`src/rtl/rv32m_pkg.sv`:
```
// Shared RV32M definitions: funct3 codes, unit state and constants.
package rv32m_pkg;

    localparam int XLEN_D = 32;
    localparam int ITER_D = 32;

    localparam logic [2:0] F3_MUL    = 3'b000;
    localparam logic [2:0] F3_MULH   = 3'b001;
    localparam logic [2:0] F3_MULHSU = 3'b010;
    localparam logic [2:0] F3_MULHU  = 3'b011;
    localparam logic [2:0] F3_DIV    = 3'b100;
    localparam logic [2:0] F3_DIVU   = 3'b101;
    localparam logic [2:0] F3_REM    = 3'b110;
    localparam logic [2:0] F3_REMU   = 3'b111;

    localparam logic [31:0] INT_MIN  = 32'h8000_0000;
    localparam logic [31:0] ALL_ONES = 32'hFFFF_FFFF;

    typedef enum logic [1:0] {
        IDLE = 2'd0,
        BUSY = 2'd1,
        DONE = 2'd2
    } md_state_e;

endpackage

```
`src/rtl/ex_muldiv_if.sv`:
```
// EX-stage handshake between the pipeline (master) and the M unit (slave).
interface ex_muldiv_if
    import rv32m_pkg::*;
#(
    parameter int XLEN = XLEN_D
);
    logic            ex_valid;
    logic            ex_kill;
    logic [2:0]      ex_funct3;
    logic [XLEN-1:0] ex_rs1;
    logic [XLEN-1:0] ex_rs2;
    logic            md_stall;
    logic            md_done;
    logic [XLEN-1:0] md_result;
    logic            md_busy;

    modport master (
        output ex_valid, ex_kill, ex_funct3, ex_rs1, ex_rs2,
        input  md_stall, md_done, md_result, md_busy
    );

    modport slave (
        input  ex_valid, ex_kill, ex_funct3, ex_rs1, ex_rs2,
        output md_stall, md_done, md_result, md_busy
    );
endinterface

```
`src/rtl/md_iter_core.sv`:
```
// One-bit-per-cycle datapath: shift-add multiply and restoring divide.
module md_iter_core #(
    parameter int XLEN = 32
) (
    input  logic            clk,
    input  logic            rst_n,
    input  logic            load_i,
    input  logic            step_i,
    input  logic            is_div_i,
    input  logic [XLEN-1:0] lo_init_i,
    input  logic [XLEN-1:0] opb_init_i,
    output logic [XLEN-1:0] nxt_hi_o,
    output logic [XLEN-1:0] nxt_lo_o
);
    logic [XLEN:0]   hi_q, hi_d;
    logic [XLEN-1:0] lo_q, lo_d, opb_q;
    logic [XLEN:0]   sum, rem;
    logic [XLEN+1:0] diff;

    // hi/lo hold {product high, multiplier} or {remainder, quotient}
    always_comb begin
        sum  = hi_q + (lo_q[0] ? {1'b0, opb_q} : '0);
        rem  = {hi_q[XLEN-1:0], lo_q[XLEN-1]};
        diff = {1'b0, rem} - {2'b00, opb_q};
        hi_d = {1'b0, sum[XLEN:1]};
        lo_d = {sum[0], lo_q[XLEN-1:1]};
        if (is_div_i) begin
            if (!diff[XLEN+1]) begin
                hi_d = diff[XLEN:0];
                lo_d = {lo_q[XLEN-2:0], 1'b1};
            end else begin
                hi_d = rem;
                lo_d = {lo_q[XLEN-2:0], 1'b0};
            end
        end
    end

    always_ff @(posedge clk or negedge rst_n) begin
        if (!rst_n) begin
            hi_q  <= '0;
            lo_q  <= '0;
            opb_q <= '0;
        end else if (load_i) begin
            hi_q  <= '0;
            lo_q  <= lo_init_i;
            opb_q <= opb_init_i;
        end else if (step_i) begin
            hi_q  <= hi_d;
            lo_q  <= lo_d;
        end
    end

    assign nxt_hi_o = hi_d[XLEN-1:0];
    assign nxt_lo_o = lo_d;
endmodule

```
`src/rtl/ex_muldiv.sv`:
```
// Iterative RV32M multiply/divide unit; stalls the front end while busy.
module ex_muldiv
    import rv32m_pkg::*;
#(
    parameter int XLEN = XLEN_D,
    parameter int ITER = ITER_D
) (
    input  logic        clk,
    input  logic        rst_n,
    ex_muldiv_if.slave  bus
);
    localparam int CW = $clog2(ITER);
    localparam logic [CW-1:0] LAST = CW'(ITER - 1);

    md_state_e       state_q;
    logic [2:0]      f3_q;
    logic            neg_q;
    logic [CW-1:0]   cnt_q;
    logic [XLEN-1:0] res_q;

    logic [2:0]      f3;
    logic [XLEN-1:0] rs1, rs2, a_mag, b_mag;
    logic            sa, sb, is_div, neg, div0, ovf, special, accept;
    logic [XLEN-1:0] spec_res, fin_res, nxt_hi, nxt_lo, quo, rmd;
    logic [2*XLEN-1:0] prod;

    always_comb begin
        f3     = bus.ex_funct3;
        rs1    = bus.ex_rs1;
        rs2    = bus.ex_rs2;
        is_div = f3[2];
        sa     = (f3 == F3_MULH) || (f3 == F3_MULHSU) ||
                 (f3 == F3_DIV)  || (f3 == F3_REM);
        sb     = (f3 == F3_MULH) || (f3 == F3_DIV) || (f3 == F3_REM);
        a_mag  = (sa && rs1[XLEN-1]) ? -rs1 : rs1;
        b_mag  = (sb && rs2[XLEN-1]) ? -rs2 : rs2;
        // remainder follows the dividend, quotient the xor of signs
        if (is_div)
            neg = f3[1] ? (sa & rs1[XLEN-1])
                        : (sa & (rs1[XLEN-1] ^ rs2[XLEN-1]));
        else
            neg = (sa & rs1[XLEN-1]) ^ (sb & rs2[XLEN-1]);
        div0     = is_div && (rs2 == '0);
        ovf      = ((f3 == F3_DIV) || (f3 == F3_REM)) &&
                   (rs1 == INT_MIN) && (rs2 == ALL_ONES);
        special  = div0 || ovf;
        spec_res = div0 ? (f3[1] ? rs1 : ALL_ONES)
                        : (f3[1] ? '0 : INT_MIN);
        accept   = (state_q == IDLE) && bus.ex_valid && !bus.ex_kill;
    end

    md_iter_core #(.XLEN(XLEN)) u_core (
        .clk        (clk),
        .rst_n      (rst_n),
        .load_i     (accept && !special),
        .step_i     ((state_q == BUSY) && !bus.ex_kill),
        .is_div_i   (f3_q[2]),
        .lo_init_i  (is_div ? a_mag : b_mag),
        .opb_init_i (is_div ? b_mag : a_mag),
        .nxt_hi_o   (nxt_hi),
        .nxt_lo_o   (nxt_lo)
    );

    always_comb begin
        prod = {nxt_hi, nxt_lo};
        if (neg_q) prod = -prod;
        quo = neg_q ? -nxt_lo : nxt_lo;
        rmd = neg_q ? -nxt_hi : nxt_hi;
        if (f3_q[2])
            fin_res = f3_q[1] ? rmd : quo;
        else if (f3_q == F3_MUL)
            fin_res = prod[XLEN-1:0];
        else
            fin_res = prod[2*XLEN-1:XLEN];
    end

    always_ff @(posedge clk or negedge rst_n) begin
        if (!rst_n) begin
            state_q <= IDLE;
            f3_q    <= '0;
            neg_q   <= 1'b0;
            cnt_q   <= '0;
            res_q   <= '0;
        end else if (bus.ex_kill) begin
            state_q <= IDLE;
            cnt_q   <= '0;
        end else begin
            unique case (state_q)
                IDLE: if (bus.ex_valid) begin
                    f3_q  <= f3;
                    neg_q <= neg;
                    cnt_q <= '0;
                    if (special) begin
                        res_q   <= spec_res;
                        state_q <= DONE;
                    end else begin
                        state_q <= BUSY;
                    end
                end
                BUSY: begin
                    cnt_q <= cnt_q + 1'b1;
                    if (cnt_q == LAST) begin
                        res_q   <= fin_res;
                        state_q <= DONE;
                    end
                end
                DONE:    state_q <= IDLE;
                default: state_q <= IDLE;
            endcase
        end
    end

    assign bus.md_stall  = accept || ((state_q == BUSY) && !bus.ex_kill);
    assign bus.md_done   = (state_q == DONE) && !bus.ex_kill;
    assign bus.md_busy   = (state_q == BUSY);
    assign bus.md_result = res_q;
endmodule

```
`src/flat_wrapper.sv`:
```
// flat-port wrapper written by rule: the top's interface ports become plain ports
module ex_muldiv_flat import rv32m_pkg::*;
#(
    parameter int XLEN = XLEN_D,
    parameter int ITER = ITER_D
)
  (clk, rst_n, bus_ex_valid, bus_ex_kill, bus_ex_funct3, bus_ex_rs1, bus_ex_rs2, bus_md_stall, bus_md_done, bus_md_result, bus_md_busy);
  ex_muldiv_if #(.XLEN(XLEN)) bus_i ();
  input  logic clk;
  input  logic rst_n;
  input wire logic [$bits(bus_i.ex_valid)-1:0] bus_ex_valid;
  input wire logic [$bits(bus_i.ex_kill)-1:0] bus_ex_kill;
  input wire logic [$bits(bus_i.ex_funct3)-1:0] bus_ex_funct3;
  input wire logic [$bits(bus_i.ex_rs1)-1:0] bus_ex_rs1;
  input wire logic [$bits(bus_i.ex_rs2)-1:0] bus_ex_rs2;
  output wire logic [$bits(bus_i.md_stall)-1:0] bus_md_stall;
  output wire logic [$bits(bus_i.md_done)-1:0] bus_md_done;
  output wire logic [$bits(bus_i.md_result)-1:0] bus_md_result;
  output wire logic [$bits(bus_i.md_busy)-1:0] bus_md_busy;
  assign bus_i.ex_valid = bus_ex_valid;
  assign bus_i.ex_kill = bus_ex_kill;
  assign bus_i.ex_funct3 = bus_ex_funct3;
  assign bus_i.ex_rs1 = bus_ex_rs1;
  assign bus_i.ex_rs2 = bus_ex_rs2;
  assign bus_md_stall = bus_i.md_stall;
  assign bus_md_done = bus_i.md_done;
  assign bus_md_result = bus_i.md_result;
  assign bus_md_busy = bus_i.md_busy;
  ex_muldiv #(.XLEN(XLEN), .ITER(ITER)) u_core (.clk(clk), .rst_n(rst_n), .bus(bus_i));
endmodule
```
`config.mk`:
```
export PLATFORM = sky130hd
export DESIGN_NAME = ex_muldiv_flat
export DESIGN_NICKNAME = d
export VERILOG_FILES = /design/src/rtl/rv32m_pkg.sv /design/src/rtl/ex_muldiv_if.sv /design/src/rtl/md_iter_core.sv /design/src/rtl/ex_muldiv.sv /design/src/flat_wrapper.sv
export SDC_FILE = /design/constraint.sdc
export NUM_CORES = 1
export LEC_CHECK = 0
export CORE_ASPECT_RATIO = 0.5
export CORE_MARGIN = 2
export CORE_UTILIZATION = 55
export DETAILED_ROUTE_END_ITERATION = 12
export HOLD_SLACK_MARGIN = 0.1
export PLACE_DENSITY = 0.8
export SLEW_MARGIN = 25
export SYNTH_ARGS = -nofsm -noshare
export SYNTH_HDL_FRONTEND = slang
export SYNTH_SLANG_ARGS = --single-unit
```
`constraint.sdc`:
```
create_clock -name clk -period 4.7 [get_ports clk]
set_input_delay 0.47 -clock clk [delete_from_list [all_inputs] [get_ports clk]]
set_output_delay 0.47 -clock clk [all_outputs]
set_load 0.01 [all_outputs]
```
==> impl_metrics.json <==
{
  "dr.pass1.iters": 6,
  "pwr_density_cell_mw_per_mm2": 636,
  "antenna_left": 0,
  "cpMostUsedCell": "o21ai_4",
  "cts-root-buf": "clkbuf_16",
  "synth-edff-count": 0,
  "place.gp.congestion": 1.02,
  "p_leak_nw": 7.95,
  "hold_viol": 0,
  "route.vias.total": 18900,
  "cp_slowest_cell": "dfrtp_1",
  "syn_nets": 2357,
  "max_freq_mhz": 215,
  "r2r-start": "u_core.u_core.hi_q[3]",
  "clock_skew_ps": 12.7,
  "synth_top_area_cell": "dfrtp_1",
  "total_power_mw": 12.5,
  "yosysWarnings": 0,
  "grt_pass1_vias": 16800,
  "grt_usage": 0.431,
  "numClockSinks": 140,
  "drt_iter0_drc": 2788,
  "path_max_fanout": 6,
  "ys.flop_type": "dfrtp_1",
  "synth_cells": 2213,
  "synthArstFlopShare": 1.00,
  "dr.max_layer_used": "met5",
  "crit_type": "reg2reg",
  "drv_cap": 0,
  "slew_violations": 0,
  "yosysMostFrequentCell": "o21ai_0",
  "io_buffers": 105,
  "place_area_mm2": 0.0185,
  "fillCellCount": 2546,
  "cp-start-kind": "register",
  "cts_max_level": 4,
  "fin_crit_sh": 0.988,
  "r2r_slack_ps": 60,
  "rows": 44,
  "worstMarginPinSlew_ps": 1000,
  "worstSetupEndpointType": "register",
  "ys_ff_latch": 140,
  "setup_viol": 0,
  "crit_chain": "ha_1 -> o211ai_1 -> a21o_1 -> a21oi_2 -> o21a_1 -> o21ai_4 -> nand2_4 -> o21ai_2 -> ha_2 -> o21ai_4 -> nor3_2 -> nand2b_1 -> nor2_2 -> nand2_2 -> or3_4 -> nor3_4 -> buf_4 -> a31oi_1 -> xor2_1 -> o31a_1 -> o21ai_1",
  "core-area_mm2": 0.0288,
  "fp.dieH_um": 125,
  "ys_types": 92,
  "die_area_mm2": 0.0307,
  "grt_pass1_wl_um": 101000,
  "yosys-top-cells-area": "dfrtp_1 (22%), o21ai_0 (7.8%), xnor2_1 (5.8%), nand2_1 (5.8%), ha_1 (5.5%)",
  "setup_tns_ps": 0,
  "layoutNonFillerInstCount": 2804,
  "dp.cells": 2747,
  "via_per_inst": 6.74,
  "crit_family": "compound AO/OA/AOI/OAI gates",
  "wl_met3_um": 10100,
  "layout.nets": 2543,
  "overflow": 0,
  "synthTopCellsByCount": "o21ai_0 (249), nand2_1 (247), nor2_1 (202)",
  "cts_tree": "built",
  "start_util": 0.557,
  "yosysTopAreaCellShare": 0.218,
  "drc_errors": 0,
  "wire_per_inst_um": 24.2,
  "slowest_delay_ps": 430,
  "drive_above_1_share": 0.151,
  "r2r-end": "u_core.bus.md_result[30]",
  "final.min_clock_period_ps": 4640,
  "grt_max_degree": 121,
  "clockBufferDepth": 2,
  "antenna_found_initial": 7,
  "clkTransAtPathRegs_ps": 70,
  "io_pins": 106,
  "cp.arrival_ps": 5050,
  "fin_area_mm2": 0.0197,
  "crit_buf_inv": 1,
  "synthToLayoutAreaGrowth_pct": 22.8,
  "r2r_cells": 21,
  "grt_setup_unrepaired": "yes",
  "die_x_um": 246,
  "synth_area_mm2": 0.0161,
  "clk_latency_ps": 470,
  "required_ps": 5100,
  "ys_seq_area_frac": 0.218,
  "min_path_type": "in2async",
  "dp_hpwl_um": 51200,
  "max_slew_margin": 0.326,
  "ir_worst_vdd_v": 0.000289,
  "status": "finished, final reports clean",
  "wl_met1_um": 29300,
  "numCtsBuffers": 17,
  "syn_avg_cell_area_um2": 7.26,
  "wl_met2_um": 26700,
  "routed_wl_um": 67800
}
routing by layer:
| layer | vias up | track usage |
|---|---|---|
| met5 | - | 0.0408 |
| met4 | 4 | 0.0998 |
| met3 | 144 | 0.181 |
| met2 | 1220 | 0.584 |
| met1 | 9021 | 0.620 |
| li1 | 8523 | - |
registers in the layout (all words and copies together), names as in the netlist:
signal	flops
u_core.bus.md_result	32
u_core.cnt_q	5
u_core.f3_q	3
u_core.neg_q	1
u_core.state_q	2
u_core.u_core.hi_q	33
u_core.u_core.lo_q	32
u_core.u_core.opb_q	32
per-stage QoR:
stage | hold WS [ps] | setup slack [ps] | util
after floorplan | 174 | 67.4 | -
after global placement | 475 | -35.6 | 0.640
after detailed placement | 481 | -70.0 | 0.640
after CTS | 108 | 6.74 | 0.661
after global routing | 133 | -111 | 0.683
final | 66.3 | 56.0 | 0.683
how the worst max path moves through the flow:
stage                                start                        to  slack [ps]  cells past startpoint
CTS                 u_core.u_core.opb_q[0]  u_core.bus.md_result[28]           7                     18
global route         u_core.u_core.hi_q[3]  u_core.bus.md_result[30]        -110                     21
global placement     u_core.u_core.lo_q[0]  u_core.bus.md_result[28]         -40                     18
floorplan           u_core.u_core.hi_q[27]  u_core.bus.md_result[12]          70                     20
detailed placement   u_core.u_core.lo_q[0]  u_core.bus.md_result[28]         -70                     18
finish               u_core.u_core.hi_q[3]  u_core.bus.md_result[30]          60                     21
placed cells by master (no fill, tap or decap), types with 24 or more instances in the layout:
master and instances:
o21ai_0 245, ha_1 53, a221oi_1 26, a21oi_1 168
nand3_1 75, o211ai_1 38, a31oi_1 37, mux2i_1 40
nor3_1 53, clkdlybuf4s50_1 103, and2_1 43, o31ai_1 27
a21o_1 24, nand4_1 29, nor2_1 199, nand2_1 244
dfrtp_1 136, xor2_1 61, buf_4 190, inv_1 67
xnor2_1 105
where the power goes:
| group | switching, mW | internal, mW | total, mW |
|---|---|---|---|
| Sequential | 0.418 | 1.49 | 1.91 |
| Combinational | 5.55 | 3.57 | 9.13 |
| Clock | 0.613 | 0.876 | 1.49 |
| Total | 6.58 | 5.94 | 12.5 |
kinds of logic (layout without fill, tap and decap cells):
logic type / after synthesis / count (layout) / share of synthesized area
buffers and inverters: 207 / 405 / 0.0510
adders and majority gates: 73 / 73 / 0.0578
xor gates and xnor gates: 167 / 167 / 0.0911
DFF: 140 / 140 / 0.218
other: 0 / 1 / 0
muxes: 46 / 46 / 0.0291
and+or+nand+nor: 801 / 801 / 0.240
AOI/OAI and AO/OA: 779 / 780 / 0.312
cell type report:
class,count,area (um2),share of cell area
Antenna cell,1,2.50,0.000127
Clock buffer,22,474,0.0241
Clock inverter,10,139,0.00704
Inverter,69,259,0.0131
Multi-Input combinational cell,1867,12200,0.619
Sequential cell,140,3510,0.178
Tap cell,391,489,0.0248
Timing Repair Buffer,304,2640,0.134
repair_timing:
action                     in CTS  in global routing
cloned                          0                  1
resized for setup               1                 90
setup endpoints to repair       2                 20
hold buffers                    0                  0
pin swaps                       0                 35
buffers inserted                0                 23
(Power assumes the default switching activity.)
